$ cat config.mk
export PLATFORM = sky130hd
export DESIGN_NAME = rr_arb_mux_flat
export DESIGN_NICKNAME = d
export VERILOG_FILES = /design/src/rtl/rr_arb_mux_if.sv /design/src/rtl/rr_arb_mux.sv /design/src/flat_wrapper.sv
export SDC_FILE = /design/constraint.sdc
export NUM_CORES = 1
export LEC_CHECK = 0
export ABC_AREA = 1
export CAP_MARGIN = 20
export CORE_MARGIN = 10
export CORE_UTILIZATION = 40
export CTS_CLUSTER_SIZE = 8
export DETAILED_ROUTE_END_ITERATION = 16
export PLACE_DENSITY_LB_ADDON = 0.2
export SLEW_MARGIN = 20
export SYNTH_ARGS = -nofsm -noshare
export SYNTH_HDL_FRONTEND = slang
export SYNTH_SLANG_ARGS = --single-unit
$ cat constraint.sdc
create_clock -name clk -period 4.25 [get_ports clk]
set_input_delay 0.85 -clock clk [delete_from_list [all_inputs] [get_ports clk]]
set_output_delay 0.85 -clock clk [all_outputs]
set_load 0.05 [all_outputs]
$ cat src/rtl/rr_arb_mux_if.sv
// Handshake bundle for rr_arb_mux: N valid/ready input channels and one
// registered valid/ready output channel.
interface rr_arb_mux_if #(
    parameter int WIDTH = 32,
    parameter int N     = 4
);
    localparam int SW = $clog2(N);

    logic [N-1:0]       in_valid;
    logic [N*WIDTH-1:0] in_data;
    logic [N-1:0]       in_ready;
    logic               out_valid;
    logic [WIDTH-1:0]   out_data;
    logic [SW-1:0]      out_src;
    logic               out_ready;

    modport slave (
        input  in_valid, in_data, out_ready,
        output in_ready, out_valid, out_data, out_src
    );

    modport master (
        output in_valid, in_data, out_ready,
        input  in_ready, out_valid, out_data, out_src
    );
endinterface

$ cat src/rtl/rr_arb_mux.sv
// N-to-1 arbitrating multiplexer with a single registered output stage.
// MODE 0 rotates priority after every grant; MODE 1 is fixed lowest-index priority.
module rr_arb_mux #(
    parameter int WIDTH = 32,
    parameter int N     = 4,
    parameter int MODE  = 0
) (
    input  logic        clk,
    input  logic        reset,
    rr_arb_mux_if.slave bus
);
    localparam int SW = $clog2(N);

    logic               r_out_valid;
    logic [WIDTH-1:0]   r_out_data;
    logic [SW-1:0]      r_out_src;
    logic [SW-1:0]      r_ptr;

    logic               w_load_en;
    logic               w_any;
    logic [SW-1:0]      w_start;
    logic [2*N-1:0]     w_dbl;
    logic [SW-1:0]      w_off;
    logic [SW:0]        w_sum;
    logic [SW-1:0]      w_gidx;
    logic [SW-1:0]      w_ptr_nxt;
    logic [N-1:0]       w_grant;
    logic [WIDTH-1:0]   w_gdata;

    assign w_start   = (MODE == 1) ? '0 : r_ptr;
    assign w_load_en = !r_out_valid || bus.out_ready;
    assign w_any     = |bus.in_valid;

    // Rotating the doubled request vector puts the highest-priority channel at bit 0.
    always_comb begin
        w_dbl = {bus.in_valid, bus.in_valid} >> w_start;
        w_off = '0;
        for (int k = N - 1; k >= 0; k--) begin
            if (w_dbl[k]) begin
                w_off = SW'(k);
            end
        end
        w_sum = {1'b0, w_start} + {1'b0, w_off};
        if (w_sum >= (SW+1)'(N)) begin
            w_sum = w_sum - (SW+1)'(N);
        end
        w_gidx = w_sum[SW-1:0];
    end

    always_comb begin
        w_grant = '0;
        w_gdata = '0;
        for (int k = 0; k < N; k++) begin
            if (w_any && (w_gidx == SW'(k))) begin
                w_grant[k] = 1'b1;
                w_gdata    = bus.in_data[k*WIDTH +: WIDTH];
            end
        end
    end

    assign w_ptr_nxt = (w_gidx == SW'(N - 1)) ? '0 : w_gidx + SW'(1);

    always_ff @(posedge clk or posedge reset) begin
        if (reset) begin
            r_out_valid <= 1'b0;
            r_out_data  <= '0;
            r_out_src   <= '0;
            r_ptr       <= '0;
        end else if (w_load_en) begin
            if (w_any) begin
                r_out_valid <= 1'b1;
                r_out_data  <= w_gdata;
                r_out_src   <= w_gidx;
                if (MODE == 0) begin
                    r_ptr <= w_ptr_nxt;
                end
            end else begin
                r_out_valid <= 1'b0;
            end
        end
    end

    assign bus.in_ready  = w_load_en ? w_grant : '0;
    assign bus.out_valid = r_out_valid;
    assign bus.out_data  = r_out_data;
    assign bus.out_src   = r_out_src;
endmodule
$ cat src/flat_wrapper.sv
// flat-port wrapper written by rule: the top's interface ports become plain ports
module rr_arb_mux_flat 
#(
    parameter int WIDTH = 32,
    parameter int N     = 4,
    parameter int MODE  = 0
)
  (clk, reset, bus_in_valid, bus_in_data, bus_out_ready, bus_in_ready, bus_out_valid, bus_out_data, bus_out_src);
  rr_arb_mux_if #(.WIDTH(WIDTH), .N(N)) bus_i ();
  input  logic clk;
  input  logic reset;
  input wire logic [$bits(bus_i.in_valid)-1:0] bus_in_valid;
  input wire logic [$bits(bus_i.in_data)-1:0] bus_in_data;
  input wire logic [$bits(bus_i.out_ready)-1:0] bus_out_ready;
  output wire logic [$bits(bus_i.in_ready)-1:0] bus_in_ready;
  output wire logic [$bits(bus_i.out_valid)-1:0] bus_out_valid;
  output wire logic [$bits(bus_i.out_data)-1:0] bus_out_data;
  output wire logic [$bits(bus_i.out_src)-1:0] bus_out_src;
  assign bus_i.in_valid = bus_in_valid;
  assign bus_i.in_data = bus_in_data;
  assign bus_i.out_ready = bus_out_ready;
  assign bus_in_ready = bus_i.in_ready;
  assign bus_out_valid = bus_i.out_valid;
  assign bus_out_data = bus_i.out_data;
  assign bus_out_src = bus_i.out_src;
  rr_arb_mux #(.WIDTH(WIDTH), .N(N), .MODE(MODE)) u_core (.clk(clk), .reset(reset), .bus(bus_i));
endmodule
==> results of run 1 <==
Yosys cell counts:
master	instances
nor2_1	69
o21ai_1	27
clkbuf_1	7
nand3_1	98
clkinv_1	6
nand2_4	2
buf_1	1
nor2_2	2
buf_2	26
nand2_1	205
a21boi_0	1
o21ai_0	8
dfrtp_1	37
buf_4	2
ha_1	5
inv_1	25
buf_6	4
xnor2_1	1
nand3_2	9
final cells by class:
type	count	area, µm²
clock buffer	7	86.3
inverter	31	116
fill	717	2670
tap	102	128
sequential	37	926
multi-input combinational	427	1900
timing repair buffer	185	1860
kinds of logic (layout without fill, tap and decap cells):
group,count (synthesis),count (layout),share of synthesized area [%]
compound gates,36,36,5.78
xor+xnor,1,1,0.277
fa+ha+maj,5,5,1.98
buf+inv,71,223,10.6
flops,37,37,29.3
simple gates,385,385,52.0
power groups by stage:
| stage | combinational [mW] | clock [mW] | sequential [mW] |
|---|---|---|---|
| 2_1_floorplan | 2.61 | 0 | 1.13 |
| 3_3_place_gp | 4.27 | 0 | 0.629 |
| 3_5_place_dp | 4.36 | 0 | 0.641 |
| 4_1_cts | 4.37 | 0.259 | 0.637 |
| 5_1_grt | 4.86 | 0.272 | 0.654 |
| 6_report | 4.34 | 0.251 | 0.637 |
state kept, by name (all words and copies together), names as in the netlist:
register              count
u_core.r_ptr              2
u_core.bus.out_src        2
u_core.bus.out_data      32
u_core.bus.out_valid      1
path summary, 6_finish.rpt:
check	slack (ns)	start	depth (start not counted)	endpoint
max reg2reg	1.24	u_core.r_ptr[0]$_DFFE_PP0P_	20	u_core.bus.out_data[31]$_DFFE_PP0P_
max	0.24	bus_in_valid[3]	16	bus_in_ready[0]
min	0.48	u_core.bus.out_data[17]$_DFFE_PP0P_	2	u_core.bus.out_data[17]$_DFFE_PP0P_
min in group asynchronous	1.02	reset	2	u_core.bus.out_data[4]$_DFFE_PP0P_
max in group asynchronous	2.49	reset	3	u_core.bus.out_data[2]$_DFFE_PP0P_
min reg2reg	0.48	u_core.bus.out_data[17]$_DFFE_PP0P_	2	u_core.bus.out_data[17]$_DFFE_PP0P_
worst register-to-register path, cell delays in order, from the launching register on:
cell and delay, ns:
dfrtp_1 0.45, inv_1 0.14, nand2_1 0.12, nand3_1 0.08
nand2_1 0.08, nand3_1 0.08, a21boi_0 0.18, ha_1 0.18
xnor2_1 0.13, inv_1 0.06, nand2_1 0.06, nand2_1 0.10
inv_1 0.11, ha_2 0.18, buf_4 0.45, nand3_2 0.14
o21ai_1 0.10, nand2_1 0.08, nand3_1 0.08, nand2_1 0.06
nand2_1 0.07
metal layers:
metal / vias to the layer above / wire length (µm)
li1: 1988 / -
met1: 1774 / 4900
met2: 163 / 5690
met3: 16 / 1270
met4: 0 / 183
met5: - / 0
==> reports/qor.txt, run 1 <==
H-tree depth = 2
switching pwr = 3.07 mW
WL final = 12.0 mm
Root Buffer = clkbuf_8
Post-Place Worst Slack = 0.247 ns
Max Fanout on Critical Path = 4
clock sink total = 37
CORE AREA = 7690 µm²
fraction of final layout cells sized beyond drive strength 1 = 5.24%
CP top delay family = buffers and inverters
CTS Buf Count = 5
max cap viols = 0
commonest non-fill, non-tap cell in the layout = nand2_1
Global Route Usage Sum = 19.8%
met3 GRT Util = 7.79%
Pint = 2.16 mW
drt via density = 4.99
status = complete, no violations
Clk Latency, worst-skew pair = 0.29 ns
post-synth top area cell = dfrtp_1
die area = 11900 µm²
Synth top area share = 29.3%
Worst Hold Class = reg2reg
CP Class = in2out
CP cell instances = clkdlybuf4s50_1 > nand2_1 > nand3_1 > nand2_1 > nand3_1 > a21boi_0 > ha_1 > xnor2_1 > inv_1 > nand2_1 > nand2_1 > inv_1 > ha_1 > nand2_1 > nor2_1 > buf_12
buffers added on ports = 173
sequential power share = 12.2%
CP dominant cell by count = nand2_1
nets = 827
M1 GR Usage = 22.6%
busiest layer in global routing = met2
Ys Warns = 0
placed cells = 782
Synth area leaders = dfrtp_1 (29%), nand2_1 (24%), nand3_1 (16%)
Final ANT Viol Nets = 0
met2 Usage GRT = 33.9%
post-CTS setup-driven buffer insertion count = 0
num rows = 32
clock skew = 0.00450 ns
critical path required time = 3.40 ns
diode count = 0
Slew Limit Fails = 0
placed cell area = 4930 µm²
post-layout min period = 4.01 ns
Starting Density = 41.1%
total power draw = 5.23 mW
Yosys cell types = 19
buffer and inverter count on the worst path = 4
I/O Pins = 174
post-synthesis sequential area ratio = 29.3%
CP peak stage delay = 0.52 ns
drt pass-1 iters = 5
Clk pwr share = 4.8%
PnR worst setup slack = 0.236 ns
final hold viol count = 0
Gate Count Post-Synth = 535
via count = 3941
Routed wire per std cell = 15.3 µm
total negative setup slack = 0 ns
hold_ws = 0.478 ns
post-layout util = 65.3%
Comb power frac = 83.0%
slowest cell on the critical path = clkdlybuf4s50_1
area grow syn2layout = 58.8%
fin crit share = 94.4%
fin area = 5020 µm²
RSZ-0062 raised after global routing = false
critical path capture point type = primary output
Switching Fraction = 58.6%
Post-Syn Area = 3160 µm²
Syn Nets = 675
Residual DRC = 0
largest net degree at the start of global routing = 72
TritonCTS clock tree = yes
total power per unit cell area = 1040 nW/µm²
grt total ovfl = 0
RD Place Congestion = 0.844
mean area per synthesized cell = 5.91 µm²
Worst slew margin = 47.0%
vias in the first global route = 3896
most frequent cells in the layout = nand2_1 (205), clkdlybuf4s50_1 (169), nand3_1 (98)
Max Freq = 249 MHz
die height = 109 µm
DIE WIDTH = 109 µm
Leak Pwr = 2.43 nW
worst vdd ir = 0.502 mV
antenna violations before repair = 0
cts repair resizes = 0
number of hold buffers added after cts = 0
first-pass GRT wire length = 19.1 mm
FF+latch count, synth = 37
Detailed Route Iter0 Violations = 128
Worst Path Arrival = 3.16 ns
Reg clk slew, reported paths = 0.07 ns
Final setup viols = 0
critical path launch point type = input pin
Clock Tree Buf Depth = 2
DP Wirelength = 9.23 mm
Worst-Margin Slew = 0.794 ns
Final Non-Filler Cells = 789
Power figures use the tool's default switching activity.
==> run 2, diff against run 1 <==
--- a/config.mk
+++ b/config.mk
@@ -7,8 +7,10 @@
 export LEC_CHECK = 0
 export ABC_AREA = 1
 export CAP_MARGIN = 20
+export CELL_PAD_IN_SITES_DETAIL_PLACEMENT = 0
+export CELL_PAD_IN_SITES_GLOBAL_PLACEMENT = 2
 export CORE_MARGIN = 10
-export CORE_UTILIZATION = 40
+export CORE_UTILIZATION = 20
 export CTS_CLUSTER_SIZE = 8
 export DETAILED_ROUTE_END_ITERATION = 16
 export PLACE_DENSITY_LB_ADDON = 0.2
==> reports/qor.txt, run 2 (synthesis results as in run 1) <==
drt pass-1 iters = 6 (+1)
vias in the first global route = 4066 (+4.4%)
area grow syn2layout = 64.7%
Largest register FFs = 32 (unchanged)
max cap viols = 0 (unchanged)
Worst Hold Class = reg2reg
CORE AREA = 15400 µm² (+100%)
commonest non-fill, non-tap cell in the layout = nand2_1
Max Fanout on Critical Path = 4 (unchanged)
DP Wirelength = 10.4 mm (+12%)
first-pass GRT wire length = 23.1 mm (+21%)
Fillers = 1698 (+140%)
total negative setup slack = 0 ns (unchanged)
total power per unit cell area = 1040 nW/µm² (about the same)
Routed wire per std cell = 15.9 µm (+4.1%)
Global Route Usage Sum = 13.4% (-6.4 points)
die area = 21200 µm² (+79%)
RD Place Congestion = 0.808 (-4.2%)
number of hold buffers added after cts = 0 (unchanged)
Starting Density = 20.6% (-21 points)
WL final = 14.3 mm (+18%)
worst vdd ir = 0.492 mV (-2.1%)
Clock Tree Buf Depth = 2 (unchanged)
die height = 146 µm (+34%)
drt via density = 4.30 (-14%)
critical path required time = 3.40 ns (about the same)
total power draw = 5.42 mW (+3.6%)
diode count = 0 (unchanged)
status = complete, no violations
buffers added on ports = 173 (unchanged)
clock sink total = 37 (unchanged)
largest net degree at the start of global routing = 72 (unchanged)
Root Buffer = clkbuf_16
hold_ws = 0.478 ns (-0.0000440 ns)
critical path capture point type = primary output
Max Freq = 250 MHz (+0.32%)
Residual DRC = 0 (unchanged)
clock skew = 0.00339 ns (-0.00110 ns)
Reg-to-Reg Start = u_core.r_ptr[0]$_DFFE_PP0P_
grt total ovfl = 0 (unchanged)
RSZ-0062 raised after global routing = false
CP Class = in2out
fin crit share = 94.1% (-0.31 points)
r2r setup slk = 1.16 ns (-0.08 ns)
num rows = 45 (+41%)
via count = 3862 (-2.0%)
Leak Pwr = 2.44 nW (+0.54%)
CP Launch Point = bus_in_valid[1]
DIE WIDTH = 146 µm (+34%)
Worst Path Arrival = 3.15 ns (about the same)
post-layout min period = 4.00 ns (-0.0130 ns)
cts repair resizes = 0 (unchanged)
Worst-Margin Slew = 0.900 ns (+0.105 ns)
nets = 826 (-0.12%)
H-tree depth = 2 (unchanged)
Final ANT Viol Nets = 0 (unchanged)
critical path launch point type = input pin
fraction of final layout cells sized beyond drive strength 1 = 5.53% (+0.29 points)
Clk Latency, worst-skew pair = 0.29 ns (about the same)
Slew Limit Fails = 0 (unchanged)
CTS Buf Count = 5 (unchanged)
Reg clk slew, reported paths = 0.06 ns (about the same)
FF/Latch Area = 926 µm² (unchanged)
final hold viol count = 0 (unchanged)
I/O Pins = 174 (unchanged)
footprint of the multi-input gates = 1910 µm² (+0.40%)
post-CTS setup-driven buffer insertion count = 0 (unchanged)
Final setup viols = 0 (unchanged)
Worst slew margin = 39.9% (-7.1 points)
TritonCTS clock tree = yes
most frequent cells in the layout = nand2_1 (205), clkdlybuf4s50_1 (169), nand3_1 (98)
Detailed Route Iter0 Violations = 134 (+4.7%)
antenna violations before repair = 1 (+1)
hold_sp = u_core.bus.out_data[1]$_DFFE_PP0P_
[run 2: cell types whose count changed in the layout (fill, tap and decap cells not counted), sizes merged]
cell / change
buf: -1
clkbuf: +1
[run 2: cell type report]
| cell class | instances | area share (%) |
|---|---|---|
| flip-flops and latches | 37 | 17.8 |
| repair buffers | 184 | 35.6 |
| multi-input cells | 427 | 36.7 |
| clock buffers | 8 | 2.62 |
| inverters | 31 | 2.24 |
| well taps | 211 | 5.07 |
[run 2: routing by layer]
layer,vias to the layer above,track usage (%),share of wire [%]
li1,1989,-,-
met5,-,0,0
met2,142,20.4,43
met3,7,5.90,8.7
met4,0,2.43,0.77
met1,1724,17.2,48
[run 2: power by group]
group	switching, mW	total (mW)	internal [mW]
clock network	0.151	0.370	0.219
logic	2.91	4.41	1.50
registers	0.0964	0.636	0.539
total	3.16	5.42	2.26
[run 2: metrics by stage]
step / cells / utilization [%] / setup slack, ns / cell area (µm²)
after floorplan: 535 / - / 0.378 / 3160
after global placement: 890 / 32.9 / 0.302 / 5060
after detailed placement: 890 / 32.9 / 0.224 / 5060
after CTS: 898 / 33.8 / 0.212 / 5200
after global routing: 898 / 33.9 / 0.0284 / 5200
final: 898 / 33.9 / 0.249 / 5200
[run 2: worst paths after layout]
kind,to,cells past startpoint
worst min register to register,u_core.bus.out_data[1]$_DFFE_PP0P_,2
worst min-delay path,u_core.bus.out_data[1]$_DFFE_PP0P_,2
min in group asynchronous,u_core.bus.out_data[30]$_DFFE_PP0P_,2
worst max register to register,u_core.bus.out_data[11]$_DFFE_PP0P_,19
worst max-delay path,bus_in_ready[0],15
max in group asynchronous,u_core.bus.out_data[10]$_DFFE_PP0P_,2
[run 2: worst max-delay path: stages]
cell             delay (ns)
clkdlybuf4s50_1        0.53
nand2_1                0.11
nand3_1                0.11
nand3_1                0.08
a21boi_0               0.20
ha_1                   0.20
xnor2_1                0.14
inv_1                  0.06
nand2_1                0.06
nand2_1                0.11
inv_1                  0.11
ha_1                   0.18
nand2_1                0.09
nor2_2                 0.15
buf_12                 0.15
==> run 3, diff against run 2 <==
--- a/config.mk
+++ b/config.mk
@@ -11,9 +11,10 @@
 export CELL_PAD_IN_SITES_GLOBAL_PLACEMENT = 2
 export CORE_MARGIN = 10
 export CORE_UTILIZATION = 20
-export CTS_CLUSTER_SIZE = 8
+export CTS_CLUSTER_SIZE = 16
 export DETAILED_ROUTE_END_ITERATION = 16
 export PLACE_DENSITY_LB_ADDON = 0.2
+export SKIP_CTS_REPAIR_TIMING = 1
 export SLEW_MARGIN = 20
 export SYNTH_ARGS = -nofsm -noshare
 export SYNTH_HDL_FRONTEND = slang
==> results of run 3 <==
The final DEF is identical to that of run 2; final timing and power are the same.
==> edit (settings of run 1) <==
Reset style: synchronous (`reset`), changed in one clocked block.
--- a/src/rtl/rr_arb_mux.sv
+++ b/src/rtl/rr_arb_mux.sv
@@ -62,3 +62,3 @@
 
-    always_ff @(posedge clk or posedge reset) begin
+    always_ff @(posedge clk) begin
         if (reset) begin
Formal check against the unedited RTL: differs if reset is asserted again (counterexample within 4 cycles, from zero or initial values and one cycle with reset high); with reset held inactive, the same outputs for 10 cycles.
==> edit against run 1 <==
- count of clock-buffer cells in the layout did not move
- setup slack got worse by 0.034 ns
- critical path depth fell by 1
- cell count fell by 16%
- power fell by 24%
- cell area fell by 9.0%
- fmax fell by 0.84%
- synthesized area fell by 13%
- sequential cell count did not move
- first-iteration DRC count rose by 81%
- wire length fell by 0.33%
==> edit: results (changes against run 1) <==
| Metric | Value |
|---|---|
| Status | `finished clean` |
| Largest net degree at the start of global routing | `38 (-47%)` |
| Drt first pass iters | `11 (+6)` |
| Vias per cell | `5.42 (+8.5%)` |
| Placed cell area | `4480 um2 (-9.1%)` |
| Syn Nets | `574 (-15%)` |
| First-pass GRT wire length | `18,100 um (-5.2%)` |
| Post-synth ARST share | `0% (-100 points)` |
| Design internal power | `1.69 mW (-22%)` |
| Worst r2r path cells | `18 (-10%)` |
| Post-DP HPWL | `8560 um (-7.3%)` |
| Peak supply drop | `0.000775 V (+54%)` |
| Top post-synthesis cells by area | `dfxtp_1 (27%), nand2_1 (16%), o211ai_1 (8.8%), nand3_1 (7.9%), a31oi_1 (7.3%)` |
| Post-synthesis cell type count | `28 (+9)` |
| Share of cells above drive strength 1 | `4.78% (-0.46 points)` |
| GPL Wtd Cong | `0.866 (+2.7%)` |
| Wirelength per Cell | `18.0 um (+18%)` |
| Worst R2R Start | `u_core.r_ptr[0]$_SDFFE_PP0P_` |
| Leakage power total | `1.89 nW (-22%)` |
| Main synth FF type | `dfxtp_1` |
| WHS Endpoint | `u_core.bus.out_src[0]$_SDFFE_PP0P_` |
| CP arrival | `3.20 ns (+0.04 ns)` |
| Synth cell count leaders | `nand2_1 (115), inv_1 (44), nand3_1 (43)` |
| Iteration-0 DRC Markers | `232 (+81%)` |
| R2R setup slack | `1.19 ns (-0.05 ns)` |
| Clk_skew | `0.00517 ns (+0.000670 ns)` |
| Pre-CTS WS | `0.250 ns (+0.00290 ns)` |
| Nets | `726 (-12%)` |
| Rel. slew slack | `63.1% (+16 points)` |
| Tot GR Track Use | `21.6% (+1.8 points)` |
| Hold Startpoint | `u_core.bus.out_src[0]$_SDFFE_PP0P_` |
| Seq/Total Area, Yosys | `27.1% (-2.2 points)` |
[edit: cell count changes in the layout (fill, tap and decap cells not counted), sizes merged, moves of 32 or more]
cell | before | now
dfrtp | 37 | 0
dfxtp | 0 | 37
a21oi | 0 | 33
nor2 | 71 | 11
a31oi | 0 | 32
nand2 | 207 | 118
o211ai | 0 | 32
nand3 | 107 | 44
[edit: critical path, cell delays in order]
cell and delay [ns]:
clkdlybuf4s50_1 0.52, nand2_1 0.10, nand3_1 0.15, nand3_1 0.09
a21boi_0 0.20, ha_1 0.20, xnor2_1 0.14, inv_1 0.06
nand2_1 0.08, nand2_1 0.11, inv_1 0.11, ha_1 0.17
inv_1 0.05, nor2_1 0.20, buf_12 0.17
[edit: worst max-delay path by stage]
stage / from / to / cells after the start
2_1_floorplan: bus_in_valid[1] / bus_in_ready[1] / 16
3_3_place_gp: bus_in_valid[1] / bus_in_ready[0] / 16
3_5_place_dp: bus_in_valid[2] / bus_in_ready[1] / 15
4_1_cts: bus_in_valid[2] / bus_in_ready[1] / 15
5_1_grt: bus_in_valid[2] / bus_in_ready[1] / 15
6_report: bus_in_valid[2] / bus_in_ready[1] / 15
[edit: cells by family after synthesis]
group	count (synthesis)	synth area share, %
compound gates	133	28.9
xor+xnor	1	0.320
fa+ha+maj	5	2.29
buf+inv	83	13.8
flops	37	27.1
simple gates	175	27.6
[edit: layout make-up]
| class | instances | area [um2] | share of cell area, % |
|---|---|---|---|
| clock buffers | 7 | 86.3 | 1.89 |
| inverters | 46 | 175 | 3.83 |
| multi-input cells | 314 | 1620 | 35.4 |
| repair buffers | 182 | 1850 | 40.5 |
| well taps | 80 | 100 | 2.19 |
| flip-flops and latches | 37 | 741 | 16.2 |
[edit: layer usage]
| layer | track usage, % | up-vias | share of wire, % |
|---|---|---|---|
| met1 | 23.9 | 1664 | 38 |
| met5 | 0 | - | 0 |
| li1 | - | 1773 | - |
| met2 | 38.5 | 157 | 50 |
| met4 | 6.62 | 0 | 2.1 |
| met3 | 6.84 | 14 | 9.5 |
[edit: metrics by stage]
step	total power [mW]	std cells	hold slack [ns]
final	3.97	666	0.503
after CTS	3.96	666	0.508
after detailed placement	3.70	659	0.498
after floorplan	2.70	434	0.593
after global placement	3.65	659	0.483
after global routing	4.29	666	0.559
[edit: power by group through the flow]
stage / registers, mW / logic [mW] / clock network (mW)
3_5_place_dp: 0.561 / 3.14 / 0
2_1_floorplan: 0.941 / 1.76 / 0
4_1_cts: 0.555 / 3.15 / 0.259
6_report: 0.556 / 3.16 / 0.254
5_1_grt: 0.568 / 3.45 / 0.271
3_3_place_gp: 0.556 / 3.09 / 0
